File: config.mk
export PLATFORM = sky130hd
export DESIGN_NAME = hi_ssp_tx
export DESIGN_NICKNAME = d
export VERILOG_FILES = /design/src/rtl/hi_ssp_tx_pkg.sv /design/src/rtl/hi_ssp_tx_fifo.sv /design/src/rtl/hi_ssp_tx.sv
export SDC_FILE = /design/constraint.sdc
export NUM_CORES = 1
export LEC_CHECK = 0
export ABC_AREA = 1
export BUFFER_PORTS_ARGS = -buffer_cell sky130_fd_sc_hd__buf_2
export CORE_MARGIN = 5
export CORE_UTILIZATION = 46
export CTS_CLUSTER_SIZE = 25
export DETAILED_ROUTE_END_ITERATION = 7
export PLACE_DENSITY = 0.73
export RECOVER_POWER = 25
export SLEW_MARGIN = 20
export SYNTH_ARGS = -nofsm -noshare
export SYNTH_HDL_FRONTEND = slang
export SYNTH_HIERARCHICAL = 1
export SYNTH_SLANG_ARGS = --single-unit
File: constraint.sdc
create_clock -name ck_1356meg -period 3.6 [get_ports ck_1356meg]
set_input_delay 0.54 -clock ck_1356meg [delete_from_list [all_inputs] [get_ports ck_1356meg]]
set_output_delay 0.54 -clock ck_1356meg [all_outputs]
set_load 0.01 [all_outputs]
File: src/rtl/hi_ssp_tx_pkg.sv
// Shared definitions for the FPGA->ARM SSP word transmitter.
// Latency: n/a (types and constants only).
// Backpressure: n/a.
package hi_ssp_tx_pkg;

    // Transmitter FSM state encodings.
    typedef enum logic {
        HI_SSP_TX_IDLE  = 1'b0,
        HI_SSP_TX_SHIFT = 1'b1
    } hi_ssp_tx_state_e;

    localparam int UNDERRUN_W = 8;

    // Counter width able to hold 0..n-1, never narrower than one bit.
    function automatic int idx_w(input int n);
        return (n <= 2) ? 1 : $clog2(n);
    endfunction

endpackage

File: src/rtl/hi_ssp_tx_fifo.sv
// Word queue between HF mode producers and the SSP shift register.
// Latency: a pushed word is visible on dout on the next ck edge; dout is the head word.
// Backpressure: full blocks further pushes; flush empties the queue and overrides push/pop.
// Ports: ck_1356meg/nreset clock and async reset; push/din write side; pop/dout read side;
//        flush clears; full/empty are registered-state status.
module hi_ssp_tx_fifo
    import hi_ssp_tx_pkg::*;
#(
    parameter int WORD_W     = 16,
    parameter int FIFO_DEPTH = 4
) (
    input  logic              ck_1356meg,
    input  logic              nreset,
    input  logic              push,
    input  logic [WORD_W-1:0] din,
    input  logic              pop,
    input  logic              flush,
    output logic              full,
    output logic              empty,
    output logic [WORD_W-1:0] dout
);
    localparam int PTR_W = idx_w(FIFO_DEPTH);
    localparam logic [PTR_W:0] FULL_CNT = (PTR_W + 1)'(FIFO_DEPTH);

    logic [WORD_W-1:0] mem_q [FIFO_DEPTH];
    logic [PTR_W-1:0]  wr_ptr_q, rd_ptr_q;
    logic [PTR_W:0]    count_q;
    logic              do_push, do_pop;

    assign full    = (count_q == FULL_CNT);
    assign empty   = (count_q == '0);
    assign dout    = mem_q[rd_ptr_q];
    assign do_push = push & ~full & ~flush;
    assign do_pop  = pop & ~empty & ~flush;

    // Depth is a power of two, so pointers wrap by natural overflow.
    always_ff @(posedge ck_1356meg or negedge nreset) begin
        if (!nreset) begin
            wr_ptr_q <= '0;
            rd_ptr_q <= '0;
            count_q  <= '0;
        end else if (flush) begin
            wr_ptr_q <= '0;
            rd_ptr_q <= '0;
            count_q  <= '0;
        end else begin
            if (do_push) wr_ptr_q <= wr_ptr_q + PTR_W'(1);
            if (do_pop)  rd_ptr_q <= rd_ptr_q + PTR_W'(1);
            case ({do_push, do_pop})
                2'b10:   count_q <= count_q + (PTR_W + 1)'(1);
                2'b01:   count_q <= count_q - (PTR_W + 1)'(1);
                default: count_q <= count_q;
            endcase
        end
    end

    // Storage needs no reset: count_q alone decides which entries are valid.
    always_ff @(posedge ck_1356meg) begin
        if (do_push) mem_q[wr_ptr_q] <= din;
    end

endmodule

File: src/rtl/hi_ssp_tx.sv
// FPGA->ARM SSP word transmitter: serialises queued words MSB-first on ssp_clk/ssp_frame/ssp_din.
// Latency: a word written while idle starts at the first ssp_clk rise after the write (<= 2*CLK_DIV+1 ck).
// Backpressure: wr_ready = FIFO not full (registered state only); enable=0 aborts and flushes.
// Ports: ck_1356meg/nreset clock and async reset; enable run/abort; wr_data/wr_valid/wr_ready
//        producer side; ssp_clk/ssp_frame/ssp_din serial side; busy activity flag;
//        underrun_cnt starvation counter, present only when HI_SSP_TX_UNDERRUN_EN is defined.
module hi_ssp_tx
    import hi_ssp_tx_pkg::*;
#(
    parameter int WORD_W     = 16,
    parameter int FIFO_DEPTH = 4,
    parameter int CLK_DIV    = 4
) (
    input  logic                  ck_1356meg,
    input  logic                  nreset,
    input  logic                  enable,
    input  logic [WORD_W-1:0]     wr_data,
    input  logic                  wr_valid,
    output logic                  wr_ready,
    output logic                  ssp_clk,
    output logic                  ssp_frame,
    output logic                  ssp_din,
`ifdef HI_SSP_TX_UNDERRUN_EN
    output logic [UNDERRUN_W-1:0] underrun_cnt,
`endif
    output logic                  busy
);
    localparam int DIV_W = idx_w(CLK_DIV);
    localparam int BIT_W = idx_w(WORD_W);
    localparam logic [DIV_W-1:0] DIV_LAST = DIV_W'(CLK_DIV - 1);
    localparam logic [BIT_W-1:0] BIT_LAST = BIT_W'(WORD_W - 1);

    hi_ssp_tx_state_e  state_q, state_d;
    logic [DIV_W-1:0]  div_q, div_d;
    logic              clk_q, clk_d;
    logic [WORD_W-1:0] sh_q, sh_d;
    logic [BIT_W-1:0]  bitcnt_q, bitcnt_d;
    logic              frame_q, frame_d;
    logic              rise, pop;
    logic              fifo_full, fifo_empty;
    logic [WORD_W-1:0] fifo_dout;

    hi_ssp_tx_fifo #(.WORD_W(WORD_W), .FIFO_DEPTH(FIFO_DEPTH)) u_fifo (
        .ck_1356meg (ck_1356meg),
        .nreset     (nreset),
        .push       (wr_valid),
        .din        (wr_data),
        .pop        (pop),
        .flush      (~enable),
        .full       (fifo_full),
        .empty      (fifo_empty),
        .dout       (fifo_dout)
    );

    // Bit clock divider: free-running while enabled, parked low otherwise.
    always_comb begin
        div_d = div_q;
        clk_d = clk_q;
        if (!enable) begin
            div_d = '0;
            clk_d = 1'b0;
        end else if (div_q == DIV_LAST) begin
            div_d = '0;
            clk_d = ~clk_q;
        end else begin
            div_d = div_q + DIV_W'(1);
        end
    end

    // Edge where ssp_clk goes 0->1: the only point where serial state advances,
    // so data is settled half a period before the ARM samples on the fall.
    assign rise = enable & (div_q == DIV_LAST) & ~clk_q;

    always_comb begin
        state_d  = state_q;
        sh_d     = sh_q;
        bitcnt_d = bitcnt_q;
        frame_d  = frame_q;
        pop      = 1'b0;
        if (!enable) begin
            state_d  = HI_SSP_TX_IDLE;
            sh_d     = '0;
            bitcnt_d = '0;
            frame_d  = 1'b0;
        end else if (rise) begin
            frame_d = 1'b0;
            case (state_q)
                HI_SSP_TX_IDLE: begin
                    sh_d = '0;
                    if (!fifo_empty) begin
                        pop      = 1'b1;
                        sh_d     = fifo_dout;
                        bitcnt_d = BIT_LAST;
                        frame_d  = 1'b1;
                        state_d  = HI_SSP_TX_SHIFT;
                    end
                end
                HI_SSP_TX_SHIFT: begin
                    if (bitcnt_q != '0) begin
                        sh_d     = sh_q << 1;
                        bitcnt_d = bitcnt_q - BIT_W'(1);
                    end else if (!fifo_empty) begin
                        // Chain straight into the next word with no idle bit.
                        pop      = 1'b1;
                        sh_d     = fifo_dout;
                        bitcnt_d = BIT_LAST;
                        frame_d  = 1'b1;
                    end else begin
                        sh_d    = '0;
                        state_d = HI_SSP_TX_IDLE;
                    end
                end
                default: state_d = HI_SSP_TX_IDLE;
            endcase
        end
    end

    always_ff @(posedge ck_1356meg or negedge nreset) begin
        if (!nreset) begin
            state_q  <= HI_SSP_TX_IDLE;
            div_q    <= '0;
            clk_q    <= 1'b0;
            sh_q     <= '0;
            bitcnt_q <= '0;
            frame_q  <= 1'b0;
        end else begin
            state_q  <= state_d;
            div_q    <= div_d;
            clk_q    <= clk_d;
            sh_q     <= sh_d;
            bitcnt_q <= bitcnt_d;
            frame_q  <= frame_d;
        end
    end

    assign ssp_clk   = clk_q;
    assign ssp_frame = frame_q;
    assign ssp_din   = sh_q[WORD_W-1];
    assign wr_ready  = ~fifo_full;
    assign busy      = (state_q == HI_SSP_TX_SHIFT) | ~fifo_empty;

`ifdef HI_SSP_TX_UNDERRUN_EN
    logic                  end_ev;
    logic [UNDERRUN_W-1:0] ur_q, ur_d;

    // Every natural end of a stream counts; a write landing in the same cycle
    // (too late to chain) is one such end, so it is covered here as well.
    // An abort via enable is not an FSM transition and leaves the count alone.
    assign end_ev = rise & (state_q == HI_SSP_TX_SHIFT) & (bitcnt_q == '0) & fifo_empty;

    always_comb begin
        ur_d = ur_q;
        if (end_ev && (ur_q != {UNDERRUN_W{1'b1}})) ur_d = ur_q + UNDERRUN_W'(1);
    end

    always_ff @(posedge ck_1356meg or negedge nreset) begin
        if (!nreset) ur_q <= '0;
        else         ur_q <= ur_d;
    end

    assign underrun_cnt = ur_q;
`endif

endmodule

==> results.sh, run 1 <==
export IMPL_synth_edf_count=64
export IMPL_met3_usage=0.0382
export IMPL_max_freq_mhz=401
export IMPL_hold_class="input port to async pin"
export IMPL_ant_nets=0
export IMPL_coreArea_um2=8720
export IMPL_tns_ns=0
export IMPL_gr_total_overflow=0
export IMPL_drt_iter0_markers=152
export IMPL_crit_buf_inv=3
export IMPL_post_cts_buffers=0
export IMPL_post_route_period_util=0.693
export IMPL_syn_nets=404
export IMPL_vias_per_cell=5.16
export IMPL_rows=34
export IMPL_cts_resized=0
export IMPL_cts_hold_buffers=0
export IMPL_clock_tree_buffer_depth=2
export IMPL_die_y_um=105
export IMPL_yosysMostFrequentCell="nand2_1"
export IMPL_worst_slack_ns=1.11
export IMPL_crit_top_cell="nand2_1"
export IMPL_end_kind="register"
export IMPL_arrival_ns=2.75
export IMPL_grt_pass1_vias=2600
export IMPL_post_route_min_period_ns=2.49
export IMPL_netlist_top_cells_area="edfxtp_1 47%, dfrtp_1 19%, nand2_1 7.7%"
export IMPL_fin_area_um2=4510
export IMPL_syn_area_per_cell_um2=10.9
export IMPL_synth_area_um2=4120
export IMPL_hpwl_um=4900
export IMPL_clk_latency_ns=0.36
export IMPL_initial_core_util=0.472
export IMPL_cap_violations=0
export IMPL_utilization=0.517
export IMPL_synth_flop_cell="edfxtp_1"
export IMPL_die_x_um=105
export IMPL_ys_top_cells_by_count="84 x nand2_1, 64 x edfxtp_1, 39 x nor2_1, 39 x o21ai_0, 32 x dfrtp_1"
export IMPL_yosysWarnings=6
export IMPL_synth_largest_area_cell="edfxtp_1"
export IMPL_cp_slowest_cell="dfrtp_1"
export IMPL_dp_slack_ns=1.15
export IMPL_multi_input_area_um2=1210
export IMPL_max_slew_margin=0.372
export IMPL_place_area_um2=4340
export IMPL_ioPinCount=25
export IMPL_finalMaxSlewViolations=0
export IMPL_startpoint_type="register"
export IMPL_drive_above_1_share=0.132
export IMPL_area_growth_pct=9.54
export IMPL_synth_distinct_cells=26
export IMPL_ir_drop_mv=0.278
export IMPL_grt_use_met2=0.245
export IMPL_final_setup_viol_count=0
export IMPL_routed_wirelength_um=7690
export IMPL_crit_chain="inv_1 -> ha_1 -> nand3_4 -> nand2_4 -> nand2_4 -> nor2_4 -> nand2_2 -> nor2_2 -> nand2_1 -> inv_1 -> fa_1 -> xnor2_1 -> inv_1 -> nand2_1 -> nand2_1 -> nand2_1 -> nand2_1"
export IMPL_synth_seq_area_share=0.661
export IMPL_num_antenna_cells=0
export IMPL_wl_per_cell_um=14.9
export IMPL_root_buffer="clkbuf_8"
export IMPL_vias=2667
export IMPL_netlist_area_leader_share=0.467
export IMPL_async_flop_share=0.333
export IMPL_fillCellCount=762
export IMPL_cts_tree="done"
export IMPL_first_pass_iters=4
export IMPL_ys_ff_latch=96
export IMPL_cts_inserted_buffers=9
export IMPL_grt_busiest_layer="met2"
export IMPL_antenna_found_initial=0
export IMPL_tightest_slew_ns=0.942
export IMPL_final_hold_violation_count=0
export IMPL_p_leak_uw=0.00187
export IMPL_critical_path_class="register to register"
export IMPL_p_per_area_nw_per_um2=464
export IMPL_use_met1=0.193
export IMPL_skew_ns=0.0101
export IMPL_synth_cells=376
export IMPL_rsz0062_at_grt="false"
export IMPL_crit_path_max_fanout=15
export IMPL_worstPathRequired_ns=3.86
export IMPL_port_buffers=24
export IMPL_grt_pass1_wl_um=12800
export IMPL_cpLargestDelayFamily="simple AND/OR/NAND/NOR gates"
export IMPL_path_clk_slew_ns=0.09
export IMPL_clock_sinks=96
export IMPL_grtUsageTotal=0.147
export IMPL_power_uw=2090
export IMPL_h_tree_depth=3
export IMPL_status="completed"
export IMPL_final_nets=432
export IMPL_slowest_delay_ns=0.38
export IMPL_drc=0
export IMPL_place_congestion=0.830
export IMPL_regArea_um2=2720
export IMPL_grt_max_degree=35
export IMPL_dieArea_um2=10900
sequential cells by signal, indices dropped and copies added (netlist names):
register and cells:
u_fifo/mem_q 64, sh_q 16, bitcnt_q 4, u_fifo/count_q 3
div_q 2, u_fifo/rd_ptr_q 2, u_fifo/wr_ptr_q 2, ssp_clk 1
ssp_frame 1, state_q 1
stage by stage:
stage          instances  hold slack (ns)
2_1_floorplan        376            0.244
3_3_place_gp         501            0.423
3_5_place_dp         501            0.438
4_1_cts              517            0.231
5_1_grt              517            0.274
6_report             517            0.228
logic make-up (layout without fill, tap and decap cells):
| kind of cell | Yosys count | after routing | share of synthesized area |
|---|---|---|---|
| XOR/XNOR | 2 | 2 | 0.00426 |
| buffers and inverters | 41 | 74 | 0.0435 |
| adder cells (fa/ha/maj) | 8 | 8 | 0.0261 |
| AND/OR/NAND/NOR | 166 | 166 | 0.182 |
| flip-flops | 96 | 96 | 0.661 |
| AO/OA/AOI/OAI | 63 | 63 | 0.0830 |
area by class of cell:
class	instances	share of cell area
clock inverters	7	0.0133
multi-input cells	239	0.269
inverters	28	0.0233
repair buffers	30	0.0327
well taps	108	0.0300
clock buffers	9	0.0275
flip-flops and latches	96	0.604
power breakdown:
part           internal, µW  leakage [µW]  switching [µW]
clock                   264     0.0000917             385
combinational          62.1      0.000757             133
sequential             1230       0.00102            23.5
total                  1550       0.00187             542
per-layer routing:
layer,vias up,wire [µm]
met2,49,3740
met3,7,329
met4,0,75
li1,1334,-
met1,1277,3550
met5,-,0
worst reg2reg max path: stages, from the launching register on:
cell and delay [ns]:
dfrtp_1 0.38, inv_1 0.13, ha_1 0.26, nand3_4 0.11
nand2_4 0.13, nand2_4 0.07, nor2_4 0.29, nand2_2 0.13
nor2_2 0.11, nand2_1 0.09, inv_1 0.07, fa_1 0.18
xnor2_1 0.14, inv_1 0.07, nand2_1 0.08, nand2_1 0.05
nand2_1 0.06, nand2_1 0.04
worst paths after layout:
| check | startpoint | endpoint | slack (ns) | cells after the start |
|---|---|---|---|---|
| min in group ck_1356meg | wr_data[2] | u_fifo/mem_q[3][2] | 0.40 | 1 |
| setup / recovery | bitcnt_q[0] | u_fifo/count_q[2] | 1.11 | 17 |
| hold / removal | nreset | ssp_clk | 0.23 | 1 |
| hold reg to reg | div_q[0] | div_q[0] | 0.44 | 1 |
| max in group asynchronous | nreset | sh_q[10] | 2.91 | 1 |
| setup reg to reg | bitcnt_q[0] | u_fifo/count_q[2] | 1.11 | 17 |
layout by cell type, fill, tap and decap left out, types with 6 or more instances in the layout:
master / netlist / final
nand2_1: 84 / 84
edfxtp_1: 64 / 64
nor2_1: 39 / 39
o21ai_0: 39 / 39
dfrtp_1: 32 / 32
inv_1: 25 / 25
nand3_1: 20 / 20
o22ai_1: 16 / 16
clkbuf_1: 3 / 14
buf_2: 8 / 10
clkbuf_8: 0 / 9
nand2_2: 8 / 8
ha_1: 7 / 7
buf_4: 0 / 6
(Power assumes the default switching activity.)
==> inputs of run 2 (changes only) <==
- ABC_AREA: 1 -> 0
- PLACE_DENSITY: 0.73 -> 0.75
- clock period: 3.6 -> 2.06 ns (I/O delays scaled with it)
==> run 2 against run 1 <==
- the flow now finishes with violations (negative hold slack, negative setup slack)
- worst setup slack worse by 1.6 ns
- hold slack worse by 0.23 ns
- critical path type unchanged
- final cell count is 7.4% lower
- sequential power is 72% higher
- flip-flop and latch count stayed put
- synthesized cell count is 21% lower
- largest cell class unchanged
- highest routed layer unchanged
- largest power group unchanged
- utilization is 2.6 points higher
- non-clock buffer count is 32 higher
- global-route usage is 1.0 points higher
- sequential share of layout area is 6.1 points lower
==> results.sh, run 2 <==
export IMPL_synth_distinct_cells=49
export IMPL_port_buffers=24
export IMPL_yosysWarnings=6
export IMPL_ys_top_cells_by_count="64 x edfxtp_1, 32 x dfrtp_1, 18 x nor3_1, 18 x o21ai_0"
export IMPL_final_cell_mix="64 x edfxtp_1, 34 x buf_4, 32 x dfrtp_1, 17 x o21ai_0, 16 x nor3_1"
export IMPL_vias_per_cell=5.71
export IMPL_syn_area_per_cell_um2=14.6
export IMPL_power_uw=3610
export IMPL_die_x_um=107
export IMPL_failed_checks="negative hold slack, negative setup slack"
export IMPL_synth_cells=298
export IMPL_hold_slack_ns=-0.0000467
export IMPL_clk_latency_ns=0.36
export IMPL_cts_inserted_buffers=9
export IMPL_p_leak_uw=0.00188
export IMPL_h_tree_depth=3
export IMPL_place_congestion=0.784
export IMPL_synth_flop_cell="edfxtp_1"
export IMPL_netlist_top_cells_area="edfxtp_1 44%, dfrtp_1 18%, mux4_1 4.8%"
export IMPL_cap_violations=0
export IMPL_routed_wirelength_um=8700
export IMPL_vias=2736
export IMPL_clock_tree_buffer_depth=2
export IMPL_final_setup_viol_count=4
export IMPL_synth_area_um2=4360
export IMPL_skew_ns=0.0151
export IMPL_rsz0062_at_grt="true"
export IMPL_top_register="u_fifo/mem_q"
export IMPL_p_per_area_nw_per_um2=720
export IMPL_gr_total_overflow=0
export IMPL_max_freq_mhz=395
export IMPL_drive_above_1_share=0.251
export IMPL_coreArea_um2=9240
export IMPL_drc=0
export IMPL_yosysMostFrequentCell="edfxtp_1"
export IMPL_multi_input_area_um2=1500
export IMPL_max_slew_margin=0.499
export IMPL_end_kind="register"
export IMPL_cts_hold_buffers=0
export IMPL_post_route_period_util=1.23
export IMPL_status="complete, but fails checks"
export IMPL_grtUsageTotal=0.157
export IMPL_worstPathRequired_ns=2.32
export IMPL_hold_class="input port to async pin"
export IMPL_ant_nets=0
export IMPL_dieArea_um2=11500
export IMPL_path_clk_slew_ns=0.10
export IMPL_syn_nets=326
export IMPL_wl_per_cell_um=18.2
export IMPL_rows=35
export IMPL_die_y_um=107
export IMPL_final_nets=373
export IMPL_area_growth_pct=15.2
export IMPL_grt_pass1_vias=2805
export IMPL_root_buffer="clkbuf_8"
export IMPL_netlist_area_leader_share=0.441
export IMPL_clock_sinks=96
export IMPL_largest_reg_flops=64
export IMPL_largest_registers="u_fifo/mem_q: 64 flops, sh_q: 16 flops, bitcnt_q: 4 flops"
export IMPL_async_flop_share=0.333
export IMPL_ir_drop_mv=0.543
export IMPL_startpoint_type="register"
export IMPL_synth_edf_count=64
export IMPL_final_hold_violation_count=1
export IMPL_grt_pass1_wl_um=14000
export IMPL_ys_ff_latch=96
export IMPL_regArea_um2=2720
export IMPL_grt_max_degree=38
export IMPL_finalMaxSlewViolations=0
export IMPL_hpwl_um=5200
export IMPL_critical_path_class="register to register"
export IMPL_ioPinCount=25
export IMPL_crit_path_max_fanout=2
export IMPL_worst_slack_ns=-0.472
export IMPL_synth_seq_area_share=0.625
export IMPL_arrival_ns=2.79
export IMPL_tns_ns=-0.677
export IMPL_fillCellCount=758
export IMPL_drt_iter0_markers=219
export IMPL_post_route_min_period_ns=2.53
export IMPL_initial_core_util=0.472
export IMPL_final_common_cell="edfxtp_1"
export IMPL_first_pass_iters=4
export IMPL_num_antenna_cells=0
export IMPL_cts_tree="done"
export IMPL_antenna_found_initial=0
export IMPL_synth_largest_area_cell="edfxtp_1"
export IMPL_tightest_slew_ns=0.752
## run 2: power by group
part	switching (µW)	total (µW)	leakage, µW	internal [µW]
combinational	197	323	0.000764	126
clock	681	1140	0.0000935	454
sequential	25.3	2150	0.00102	2130
total	903	3610	0.00188	2710
## run 2: cell families (layout without fill, tap and decap cells)
logic type                 after synthesis  count (layout)  synth area share
DFF                                     96              96             0.625
and+or+nand+nor                         75              75             0.105
AOI/OAI and AO/OA                       60              60            0.0999
buffers and inverters                   37              89            0.0436
muxes                                   18              18            0.0945
adders and majority gates                8               8            0.0247
xor gates and xnor gates                 4               4           0.00804
## run 2: path summary, 6_finish.rpt
check | start | endpoint | slack, ns | depth (start not counted)
setup reg to reg | bitcnt_q[1] | u_fifo/count_q[1] | -0.47 | 10
max in group asynchronous | nreset | sh_q[5] | 1.56 | 1
hold reg to reg | div_q[0] | div_q[0] | 0.52 | 2
setup / recovery | bitcnt_q[1] | u_fifo/count_q[1] | -0.47 | 10
min in group ck_1356meg | wr_data[5] | u_fifo/mem_q[2][5] | 0.17 | 1
hold / removal | nreset | u_fifo/wr_ptr_q[1] | -0.00005 | 1
## run 2: cell type report
class	count	share of cell area
Tap cell	129	0.0322
Clock buffer	9	0.0247
Inverter	11	0.00823
Sequential cell	96	0.543
Multi-Input combinational cell	165	0.299
Timing Repair Buffer	62	0.0823
Clock inverter	7	0.0110
## run 2: per-layer routing
| layer | share of wire | vias up | GRT usage | wire length (µm) |
|---|---|---|---|---|
| met4 | 0.012 | 0 | 0.0541 | 101 |
| met1 | 0.43 | 1396 | 0.207 | 3750 |
| li1 | - | 1261 | - | - |
| met5 | 0 | - | 0 | 0 |
| met3 | 0.043 | 6 | 0.0330 | 378 |
| met2 | 0.51 | 73 | 0.261 | 4470 |
## run 2: worst max-delay path, cell delays in order, from the launching register on
cell	delay, ns
dfrtp_1	0.40
inv_2	0.08
ha_4	0.13
or3b_4	0.39
a2111oi_4	0.32
nand2b_1	0.13
nor3_2	0.17
fa_2	0.47
o311a_1	0.13
a21oi_2	0.15
nor3_2	0.06
## run 2: through the flow
stage	std cells	hold WS (ns)	worst slack [ns]	util	cell area (µm²)
6_report	479	-0.0000467	-0.472	0.543	5020
5_1_grt	479	0.0379	-0.622	0.543	5020
4_1_cts	479	0.0181	-0.433	0.543	5020
3_5_place_dp	456	0.421	-0.470	0.515	4760
3_3_place_gp	456	0.423	-0.406	0.515	4760
2_1_floorplan	298	0.0134	-0.647	-	4380
## run 2: repair_timing
item                       4_1_cts  5_1_grt
setup endpoints to repair        3        5
resized for setup                9        6
buffers inserted                 7        2
pin swaps                        2        4
gates cloned                     0        0
==> inputs of run 3 (changes only) <==
- BUFFER_PORTS_ARGS: -buffer_cell sky130_fd_sc_hd__buf_2 -> default
- DONT_BUFFER_PORTS: default -> 1
- MAX_ROUTING_LAYER: default -> met4
- PLACE_DENSITY: 0.75 -> 0.73
==> run 3 against run 2 <==
- the run ends with negative setup slack left
- via count fell by 3.0%
- final area up 0.90%
- routed wire length decreased by 6.2%
- critical path type unchanged
- critical path depth unchanged
- worst setup slack better by 0.018 ns
- fmax increased by 0.71%
- largest power group unchanged
- first-iteration DRC count is 17% higher
- final cell count decreased by 2.7%
- largest cell class unchanged
- count of clock-buffer cells in the layout unchanged
- flip-flop and latch count unchanged
==> results.sh, run 3 (synthesis gave the netlist of run 2 again) <==
export IMPL_root_buffer="clkbuf_8"
export IMPL_worstPathRequired_ns=2.31
export IMPL_ioPinCount=25
export IMPL_final_hold_violation_count=0
export IMPL_hold_class="input port to register"
export IMPL_largest_reg_flops=64
export IMPL_crit_start="bitcnt_q[1]"
export IMPL_max_slew_margin=0.448
export IMPL_hpwl_um=5080
export IMPL_tightest_slew_ns=0.828
export IMPL_die_x_um=107
export IMPL_antenna_found_initial=0
export IMPL_min_from="wr_data[11]"
export IMPL_critical_path_class="register to register"
export IMPL_top_register="u_fifo/mem_q"
export IMPL_vias_per_cell=5.70
export IMPL_clk_latency_ns=0.36
export IMPL_clock_tree_buffer_depth=2
export IMPL_place_area_um2=4640
export IMPL_fin_area_um2=5060
export IMPL_final_common_cell="edfxtp_1"
export IMPL_grtUsageTotal=0.153
export IMPL_rrSetupSlack_ns=-0.45
export IMPL_p_leak_uw=0.00186
export IMPL_cap_violations=0
export IMPL_initial_core_util=0.472
export IMPL_largest_registers="u_fifo/mem_q: 64 flops, sh_q: 16 flops, bitcnt_q: 4 flops"
export IMPL_ant_nets=0
export IMPL_finalMaxSlewViolations=0
export IMPL_startpoint_type="register"
export IMPL_routed_wirelength_um=8160
export IMPL_post_route_min_period_ns=2.51
export IMPL_ir_drop_mv=0.496
export IMPL_final_nets=360
export IMPL_grt_max_degree=38
export IMPL_cts_inserted_buffers=9
export IMPL_final_cell_mix="64 x edfxtp_1, 32 x dfrtp_1, 30 x buf_4, 17 x o21ai_0, 17 x nor3_1"
export IMPL_r2r_start="bitcnt_q[1]"
export IMPL_end_kind="register"
export IMPL_final_setup_viol_count=3
export IMPL_grt_pass1_wl_um=13100
export IMPL_utilization=0.548
export IMPL_grt_pass1_vias=2558
export IMPL_drt_iter0_markers=257
export IMPL_dieArea_um2=11500
export IMPL_gr_total_overflow=0
export IMPL_post_route_period_util=1.22
export IMPL_coreArea_um2=9240
export IMPL_area_growth_pct=16.2
export IMPL_rsz0062_at_grt="true"
export IMPL_path_clk_slew_ns=0.10
export IMPL_port_buffers=0
export IMPL_failed_checks="negative setup slack"
export IMPL_drive_above_1_share=0.223
export IMPL_worst_slack_ns=-0.454
export IMPL_vias=2654
export IMPL_rows=35
export IMPL_p_per_area_nw_per_um2=712
export IMPL_h_tree_depth=3
export IMPL_max_freq_mhz=398
export IMPL_crit_path_max_fanout=2
export IMPL_die_y_um=107
export IMPL_skew_ns=0.0103
export IMPL_clock_sinks=96
export IMPL_num_antenna_cells=0
export IMPL_place_congestion=0.786
export IMPL_drc=0
export IMPL_first_pass_iters=4
export IMPL_arrival_ns=2.77
export IMPL_status="complete, but fails checks"
export IMPL_wl_per_cell_um=17.5
export IMPL_cts_tree="done"
-- run 3: power breakdown --
group / internal, µW / switching [µW] / total [µW] / leakage, µW
Sequential: 2130 / 25.5 / 2150 / 0.00102
Clock: 459 / 680 / 1140 / 0.0000910
Combinational: 134 / 176 / 310 / 0.000750
-- run 3: routing by layer --
layer,GRT usage,wire [µm]
met1,0.193,3660
met5,-,0
met3,0.0432,376
met4,0.0595,146
met2,0.237,3980
-- run 3: final timing paths --
check	cells past startpoint	end
max in group asynchronous	2	sh_q[2]
setup / recovery	10	u_fifo/count_q[1]
setup reg to reg	10	u_fifo/count_q[1]
min in group asynchronous	2	div_q[0]
hold reg to reg	2	div_q[0]
hold / removal	0	u_fifo/mem_q[3][11]
-- run 3: stage by stage --
stage | power, µW | hold WS (ns) | setup TNS [ns] | setup slack (ns) | std cells
floorplan | 2380 | 0.0134 | -1.30 | -0.647 | 298
global placement | 2450 | 0.0147 | -0.495 | -0.396 | 432
detailed placement | 2460 | 0.0143 | -0.622 | -0.447 | 432
CTS | 3620 | 0.0105 | -0.539 | -0.394 | 454
global route | 3770 | 0.0000546 | -0.883 | -0.541 | 466
finish | 3600 | 0.0366 | -0.575 | -0.454 | 466
-- run 3: layout make-up --
| type | count | area, µm² |
|---|---|---|
| Fill cell | 744 | 4180 |
| Sequential cell | 96 | 2720 |
| Clock buffer | 9 | 124 |
| Timing Repair Buffer | 49 | 428 |
| Inverter | 11 | 41.3 |
| Clock inverter | 7 | 62.6 |
| Tap cell | 129 | 161 |
| Multi-Input combinational cell | 165 | 1520 |
-- run 3: worst max-delay path: stages (launching register included) --
cell and delay [ns]:
dfrtp_1 0.41, inv_2 0.09, ha_4 0.13, or3b_4 0.38
a2111oi_4 0.32, nand2b_1 0.14, nor3_2 0.17, fa_1 0.45
o311a_1 0.13, a21oi_1 0.13, nor3_1 0.06
-- run 3: timing repair --
action / CTS / global route
buffers inserted: 4 / 0
hold buffers: 2 / 13
hold endpoints to repair: 32 / 40
pin swaps: 4 / 1
resized for setup: 16 / 2
endpoints found under the setup margin: 3 / 5
